--- src/rtl/c880_bist_ctrl.sv ---
// BIST sequencer for the c880 core: LFSR pattern source, settle/capture timing,
// MISR response compaction and a golden-signature compare.
module c880_bist_ctrl #(
    parameter int NUM_PAT_W  = 16,
    parameter int SETTLE_CYC = 2
) (
    input  logic                 clk,
    input  logic                 rst_n,
    input  logic                 start,
    input  logic [59:0]          seed,
    input  logic [NUM_PAT_W-1:0] num_pat,
    input  logic [25:0]          golden,
    output logic [59:0]          dut_in,
    input  logic [25:0]          dut_out,
    output logic                 busy,
    output logic                 done,
    output logic                 pass,
    output logic [25:0]          signature,
    output logic [NUM_PAT_W-1:0] pat_idx
);

    typedef enum logic [2:0] {
        ST_IDLE    = 3'd0,
        ST_LOAD    = 3'd1,
        ST_APPLY   = 3'd2,
        ST_CAPTURE = 3'd3,
        ST_DONE    = 3'd4
    } state_t;

    localparam logic [3:0]           SETTLE_LAST = 4'(SETTLE_CYC - 1);
    localparam logic [NUM_PAT_W-1:0] PAT_ZERO    = {NUM_PAT_W{1'b0}};
    localparam logic [NUM_PAT_W-1:0] PAT_ONE     = {{(NUM_PAT_W-1){1'b0}}, 1'b1};

    // Fibonacci LFSR, x^60 + x^59 + 1
    function automatic logic [59:0] lfsr_step(input logic [59:0] s);
        return {s[58:0], s[59] ^ s[58]};
    endfunction

    // MISR, x^26 + x^6 + x^2 + x + 1, folding in one response word
    function automatic logic [25:0] misr_step(input logic [25:0] m, input logic [25:0] d);
        logic fb;
        fb = m[25] ^ m[5] ^ m[1] ^ m[0];
        return {m[24:0], fb} ^ d;
    endfunction

    state_t                 state_r;
    state_t                 state_next_s;
    logic [59:0]            lfsr_r;
    logic [59:0]            seed_r;
    logic [25:0]            misr_r;
    logic [25:0]            misr_next_s;
    logic [3:0]             cnt_r;
    logic [NUM_PAT_W-1:0]   pat_idx_r;
    logic [NUM_PAT_W-1:0]   num_pat_r;
    logic [25:0]            golden_r;
    logic [25:0]            signature_r;
    logic                   pass_r;
    logic                   busy_r;
    logic                   done_r;
    logic                   last_pat_s;

    assign misr_next_s = misr_step(misr_r, dut_out);
    assign last_pat_s  = (pat_idx_r == (num_pat_r - PAT_ONE));

    // Next-state decode for the run sequencer
    always_comb begin
        state_next_s = state_r;
        case (state_r)
            ST_IDLE: begin
                if (start) begin
                    if (num_pat != PAT_ZERO) begin
                        state_next_s = ST_LOAD;
                    end else begin
                        state_next_s = ST_DONE;
                    end
                end else begin
                    state_next_s = ST_IDLE;
                end
            end
            ST_LOAD:  state_next_s = ST_APPLY;
            ST_APPLY: begin
                if (cnt_r == SETTLE_LAST) begin
                    state_next_s = ST_CAPTURE;
                end else begin
                    state_next_s = ST_APPLY;
                end
            end
            ST_CAPTURE: begin
                if (last_pat_s) begin
                    state_next_s = ST_DONE;
                end else begin
                    state_next_s = ST_APPLY;
                end
            end
            ST_DONE: state_next_s = ST_IDLE;
            default: state_next_s = ST_IDLE;
        endcase
    end

    // State register plus registered busy/done decoded from the next state
    always_ff @(posedge clk or negedge rst_n) begin
        if (!rst_n) begin
            state_r <= ST_IDLE;
            busy_r  <= 1'b0;
            done_r  <= 1'b0;
        end else begin
            state_r <= state_next_s;
            busy_r  <= (state_next_s != ST_IDLE);
            done_r  <= (state_next_s == ST_DONE);
        end
    end

    // Datapath: run parameters, LFSR, settle counter, MISR and result
    always_ff @(posedge clk or negedge rst_n) begin
        if (!rst_n) begin
            lfsr_r      <= 60'h0;
            seed_r      <= 60'h0;
            misr_r      <= 26'h0;
            cnt_r       <= 4'd0;
            pat_idx_r   <= PAT_ZERO;
            num_pat_r   <= PAT_ZERO;
            golden_r    <= 26'h0;
            signature_r <= 26'h0;
            pass_r      <= 1'b0;
        end else begin
            case (state_r)
                ST_IDLE: begin
                    if (start) begin
                        seed_r    <= seed;
                        num_pat_r <= num_pat;
                        golden_r  <= golden;
                        if (num_pat == PAT_ZERO) begin
                            signature_r <= 26'h0;
                            pass_r      <= (golden == 26'h0);
                        end else begin
                            pass_r <= 1'b0;
                        end
                    end
                end
                ST_LOAD: begin
                    // An all-zero seed would lock the LFSR at zero
                    lfsr_r    <= (seed_r == 60'h0) ? 60'h1 : seed_r;
                    misr_r    <= 26'h0;
                    pat_idx_r <= PAT_ZERO;
                    cnt_r     <= 4'd0;
                end
                ST_APPLY: begin
                    if (cnt_r != SETTLE_LAST) begin
                        cnt_r <= cnt_r + 4'd1;
                    end
                end
                ST_CAPTURE: begin
                    misr_r <= misr_next_s;
                    lfsr_r <= lfsr_step(lfsr_r);
                    cnt_r  <= 4'd0;
                    if (last_pat_s) begin
                        signature_r <= misr_next_s;
                        pass_r      <= (misr_next_s == golden_r);
                    end else begin
                        pat_idx_r <= pat_idx_r + PAT_ONE;
                    end
                end
                ST_DONE: begin
                    cnt_r <= 4'd0;
                end
                default: begin
                    cnt_r <= 4'd0;
                end
            endcase
        end
    end

    assign dut_in    = lfsr_r;
    assign busy      = busy_r;
    assign done      = done_r;
    assign pass      = pass_r;
    assign signature = signature_r;
    assign pat_idx   = pat_idx_r;

endmodule

--- config.mk ---
export PLATFORM = sky130hd
export DESIGN_NAME = c880_bist_ctrl
export DESIGN_NICKNAME = d
export VERILOG_FILES = /design/src/rtl/c880_bist_ctrl.sv
export SDC_FILE = /design/constraint.sdc
export NUM_CORES = 1
export LEC_CHECK = 0
export BUFFER_PORTS_ARGS = -buffer_cell sky130_fd_sc_hd__buf_2
export CAP_MARGIN = 20
export CORE_UTILIZATION = 55
export DETAILED_ROUTE_END_ITERATION = 6
export HOLD_SLACK_MARGIN = 0.03
export PLACE_DENSITY = 0.8
export SYNTH_ARGS = -nofsm -noshare
export SYNTH_HDL_FRONTEND = slang
export SYNTH_SLANG_ARGS = --single-unit
--- constraint.sdc ---
create_clock -name clk -period 3.6 [get_ports clk]
set_clock_uncertainty 0.2 [all_clocks]
set_input_delay 0.18 -clock clk [delete_from_list [all_inputs] [get_ports clk]]
set_output_delay 0.18 -clock clk [all_outputs]
set_load 0.1 [all_outputs]
Yosys cells after proc, flatten, opt, wreduce, memory -nomap -nowiden
Cells that the tools add are included.

Add/sub/neg operators: 3. Multiply operators: 0. Divide/modulo/power cells: 0. Magnitude comparators: 0. Equality and inequality tests: 13. Shifts and indexed selects: 0. Multiplexer cells: 20. Bitwise logic cells: 6. Reduce and logical (&&, ||, !) cells: 13.

Operators with widths (count): 60-bit case mux with 2 select lines (1); 26-bit case mux with 2 select lines (2); 26-bit two-way mux (3); 60-bit logical NOT (1); 60-bit two-way mux (1); 16-bit case mux with 2 select lines (1); 26-bit == test (1); 26-bit logical NOT (1); 26-bit bitwise XOR (1); 16-bit by 1-bit adder with 16-bit output (second input constant) (1); 16-bit == test (1); 16-bit logical NOT (1); 16-bit two-way mux (1); 16-bit nonzero test (1); 16-bit by 1-bit subtractor with 16-bit output (second input constant) (1); 3-bit case mux with 4 select lines (1); 2-bit inequality test (second input constant) (5); 3-bit two-way mux (3); 4-bit case mux with 2 select lines (1); 3-bit by 2-bit == test with 1-bit output (second input constant) (2); 2-bit AND reduction (3); 4-bit by 1-bit adder with 4-bit output (second input constant) (1); 4-bit by 1-bit == test with 1-bit output (second input constant) (1); 1-bit two-way mux (4); 12 further kinds (16).

Register bits: 240. Bits in latches: 0. Bits in writable memories: 0. Bits in read-only memories: 0. Input port bits: 131. Output and inout port bits: 105. Word-level logic and storage cells: 67. Memories kept: 0.

Logic depth before layout (Yosys ltp)
Depth in word-level cells: 7. Depth in mapped cells: 13. Mapped depth without buffers: 10.

Worst setup path after synthesis
OpenSTA, ideal clock, no wires.

Path type: register to register. Start point: register pat_idx_r[7] (netlist: pat_idx[7]). End point: register busy_r (netlist: busy). Setup time: 0.131 ns. Arrival: 2.938 ns. Required time: 3.269 ns. Slack: 0.331 ns. Stages on the path, launching flop included: 10. Path buffers: 1. Period minus slack after synthesis: 3.269 ns. Path through: dfrtp_1 -> xnor2_1 -> or4b_2 -> nor3_1 -> o21a_1 -> and4_4 -> and3_4 -> buf_6 -> a211oi_1 -> or3_1.

Word-level cells in the longest chain between the ends: 4.

Ends and longest elaborated chain: from (decl) (line 53) `logic [NUM_PAT_W-1:0] pat_idx_r;`; from (signal assigned) (line 160) `pat_idx_r <= pat_idx_r + PAT_ONE;`; 16-bit == test (line 63) `assign last_pat_s = (pat_idx_r == (num_pat_r - PAT_ONE));`; 3-bit two-way mux (line 89) `if (last_pat_s) begin`; 3-bit case mux with 4 select lines (line 68) `case (state_r)`; via state_next_s[1] (line 47) `state_t state_next_s;`; 3-bit nonzero test (line 108) `busy_r <= (state_next_s != ST_IDLE);`; to (signal assigned) (line 108); to (decl) (line 58) `logic busy_r;`.

The timed path passes the listed nets, and every way through them passes these cells. A chain may end at the register's enable or synchronous reset.

Worst setup path after layout
Start point: register num_pat_r[0]. End point: register pat_idx_r[2] (netlist: pat_idx[2]).

Word-level cells in the longest chain between the ends: 4.

Ends and longest elaborated chain: from (decl) (line 54) `logic [NUM_PAT_W-1:0] num_pat_r;`; from (signal assigned) (line 130) `num_pat_r <= num_pat;`; 16-bit by 1-bit subtractor with 16-bit output (line 63); 16-bit == test (line 63); 2-bit inequality test (no line); 2-bit AND reduction (no line).

Every way passes these cells.

==> flow_summary.ini <==
[yosys]
netlist_area_um2 = 11100
postSynthCellCount = 1208
synth_area_leader_cell = dfrtp_1
ys_top_cells_by_area = dfrtp_1 54%, nand2_1 16%, mux2i_1 5.5%
synth_edf_count = 0
yosysTopAreaCellShare_pct = 54.2
syn_avg_cell_area_um2 = 9.16
ys.flop_type = dfrtp_1
yosys_warnings = 0
synth_seq_cells = 240
syn_nets = 1343
synth_cell_types = 51
synth-seq-area-share_pct = 54.2
synth-async-reset-ratio_pct = 100

[sta]
fmax_mhz = 294
rsz0062_at_grt = false
maxSlewViolCount = 0
worst_pin_slew_ns = 1.07
slew_headroom_pct = 28.6
setup_viol = 0
hold_ws_ns = 0.0784
finalHoldViolations = 0
fin_crit_sh_pct = 94.6
setup_tns_ns = 0
layout_min_cycle_time_ns = 3.41
timing.final.ws_setup_ns = 0.193

[floorplanning]
rows = 51
die_w_um = 144
io_pins = 236
fp.coreArea_um2 = 19600
die-area_um2 = 20700
start_util_pct = 56.5
die_h_um = 144

[place]
place_congestion = 0.866
dpl_cell_area_um2 = 12500
dp.final_hpwl_um = 19400
dp_slack_ns = 0.267
dp_cells = 1651
io_buffers = 235

[critical_path]
timing.rr.end = pat_idx[2]
crit_required_ns = 3.81
path_max_fanout = 10
crit_path_start = num_pat_r[0]
r2r_start = num_pat_r[0]
endpoint_kind = register
reg2reg_slack_ns = 0.19
reg2reg_depth = 10
cp-start-kind = register
cp.arrival_ns = 3.62
timing_worst_setup_path_type = reg -> reg
crit_end = pat_idx[2]

[cells_and_area]
final_layout_size_suffix_gt1_share_pct = 19.1
nets = 1678
area_growth_pct = 32.1
antennaDiodeCount = 0
instances_no_fill = 1827
final_util_pct = 74.7
stdcell_area_um2 = 14600
nFillCells = 1265

[run]
cap_violations = 0

[route]
post_drt_via_cell_ratio = 5.60
via_count = 10200
drcViolationCount = 0
antenna_left = 0
dr.pass1.iters = 5
drt_iter0_drc = 840
wire_per_inst_um = 18.3
routed_wl_um = 33400

[global_routing]
grt_max_degree = 106
grt_pass1_vias = 10500
overflow = 0
track_usage_pct = 33.3
antenna_found_initial = 0
grt_pass1_wl_um = 53600

[outcome]
status = completed

[cts]
clock-sinks = 240
cts_tree = built
htree_levels = 1
numCtsBuffers = 27
postCtsSetupRepairBufs = 0
clk_latency_ns = 0.52
path_clk_slew_ns = 0.06
cts_root_buf = clkbuf_16
clk_path_buf_depth = 3

[pwr]
vdd_ir_drop_max_mv = 1.11
finalPower_mw = 13.4
power.density_nw_per_um2 = 917
leakage_nw = 7.64

[worst_hold_path]
holdCritPathClass = in -> async
## critical path: stages, from the launching register on
cell and delay [ns]:
dfrtp_1 0.42, inv_1 0.11, ha_1 0.28, or3b_1 0.50
o31a_1 0.36, o32ai_1 0.26, nand2b_1 0.16, and2_1 0.18
nand3_1 0.29, and3_1 0.30, a211o_1 0.23
## cell usage after synthesis (all sizes together), types with 2 or more instances
library cell  instances
a2111oi               3
a211oi                2
a21oi                11
a22oi                 2
a311oi                3
and2                  4
and3                 12
buf                  16
clkbuf               51
dfrtp               240
ha                    4
inv                   6
mux2i                61
nand2               458
nand2b                8
nand3                12
nand4                14
nor2                 18
nor2b                 6
nor3                  8
nor3b                 2
nor4                 37
o211ai                5
o21a                  2
o21ai               114
o31a                  2
or2                   2
or3                   8
or4                   4
xnor2                42
xor2                 36
## placed cells by master (no fill, tap or decap), types with 18 or more instances in the layout
cell | synthesis | routed
nor4_1 | 37 | 37
mux2i_1 | 61 | 61
dlygate4sd3_1 | 0 | 128
nand2_1 | 458 | 458
xnor2_1 | 42 | 42
buf_2 | 4 | 234
o21ai_0 | 113 | 113
dfrtp_1 | 240 | 239
nor2_1 | 18 | 18
clkbuf_16 | 0 | 27
xor2_1 | 36 | 36
## cells by family (layout without fill, tap and decap cells)
logic type               count (synthesis)  after routing  share of synthesized area, %
AO/OA/AOI/OAI                          153            153                          7.71
XOR/XNOR                                78             78                          6.17
adder cells (fa/ha/maj)                  4              4                         0.452
buffers and inverters                   73            427                          2.72
flip-flops                             240            240                          54.2
multiplexers                            62             62                          5.62
AND/OR/NAND/NOR                        598            598                          23.1
## worst min-delay path by stage
stage	endpoint	cells after the start
2_1_floorplan	busy	0
3_3_place_gp	pat_idx[11]	1
3_5_place_dp	pat_idx[11]	1
4_1_cts	state_r[0]	4
5_1_grt	state_r[0]	4
6_report	pat_idx[11]	2
## report_power, final
| group | switching, mW | internal, mW |
|---|---|---|
| logic | 4.32 | 1.52 |
| registers | 1.06 | 3.77 |
| clock network | 1.10 | 1.63 |
| total | 6.49 | 6.92 |
## registers in the layout, summed over array words and instances (netlist names)
name       cells
misr_r        26
done           1
golden_r      26
seed_r        60
pat_idx       16
busy           1
state_r        3
dut_in        60
pass           1
num_pat_r     16
signature     26
cnt_r          4
## layer usage
metal | wire length (µm) | global-route usage, % | up-vias
met2 | 16400 | 54.8 | 515
met4 | 1270 | 14.4 | 0
li1 | - | - | 4696
met5 | 0 | 0 | -
met3 | 2670 | 7.76 | 101
met1 | 13100 | 42.1 | 4914
## timing repair
action,4_1_cts,5_1_grt
setup endpoints to repair,0,5
gates resized for setup,0,2
hold endpoints to repair,243,0
hold buffers,128,0
## cell type report
class / instances / area (µm²) / area share (%)
sequential: 240 / 6010 / 41.1
multi-input combinational: 895 / 4800 / 32.8
timing repair buffer: 373 / 2590 / 17.7
clock buffer: 41 / 778 / 5.32
tap: 265 / 332 / 2.27
clock inverter: 7 / 91.3 / 0.625
inverter: 6 / 22.5 / 0.154
(Power assumes the default switching activity.)
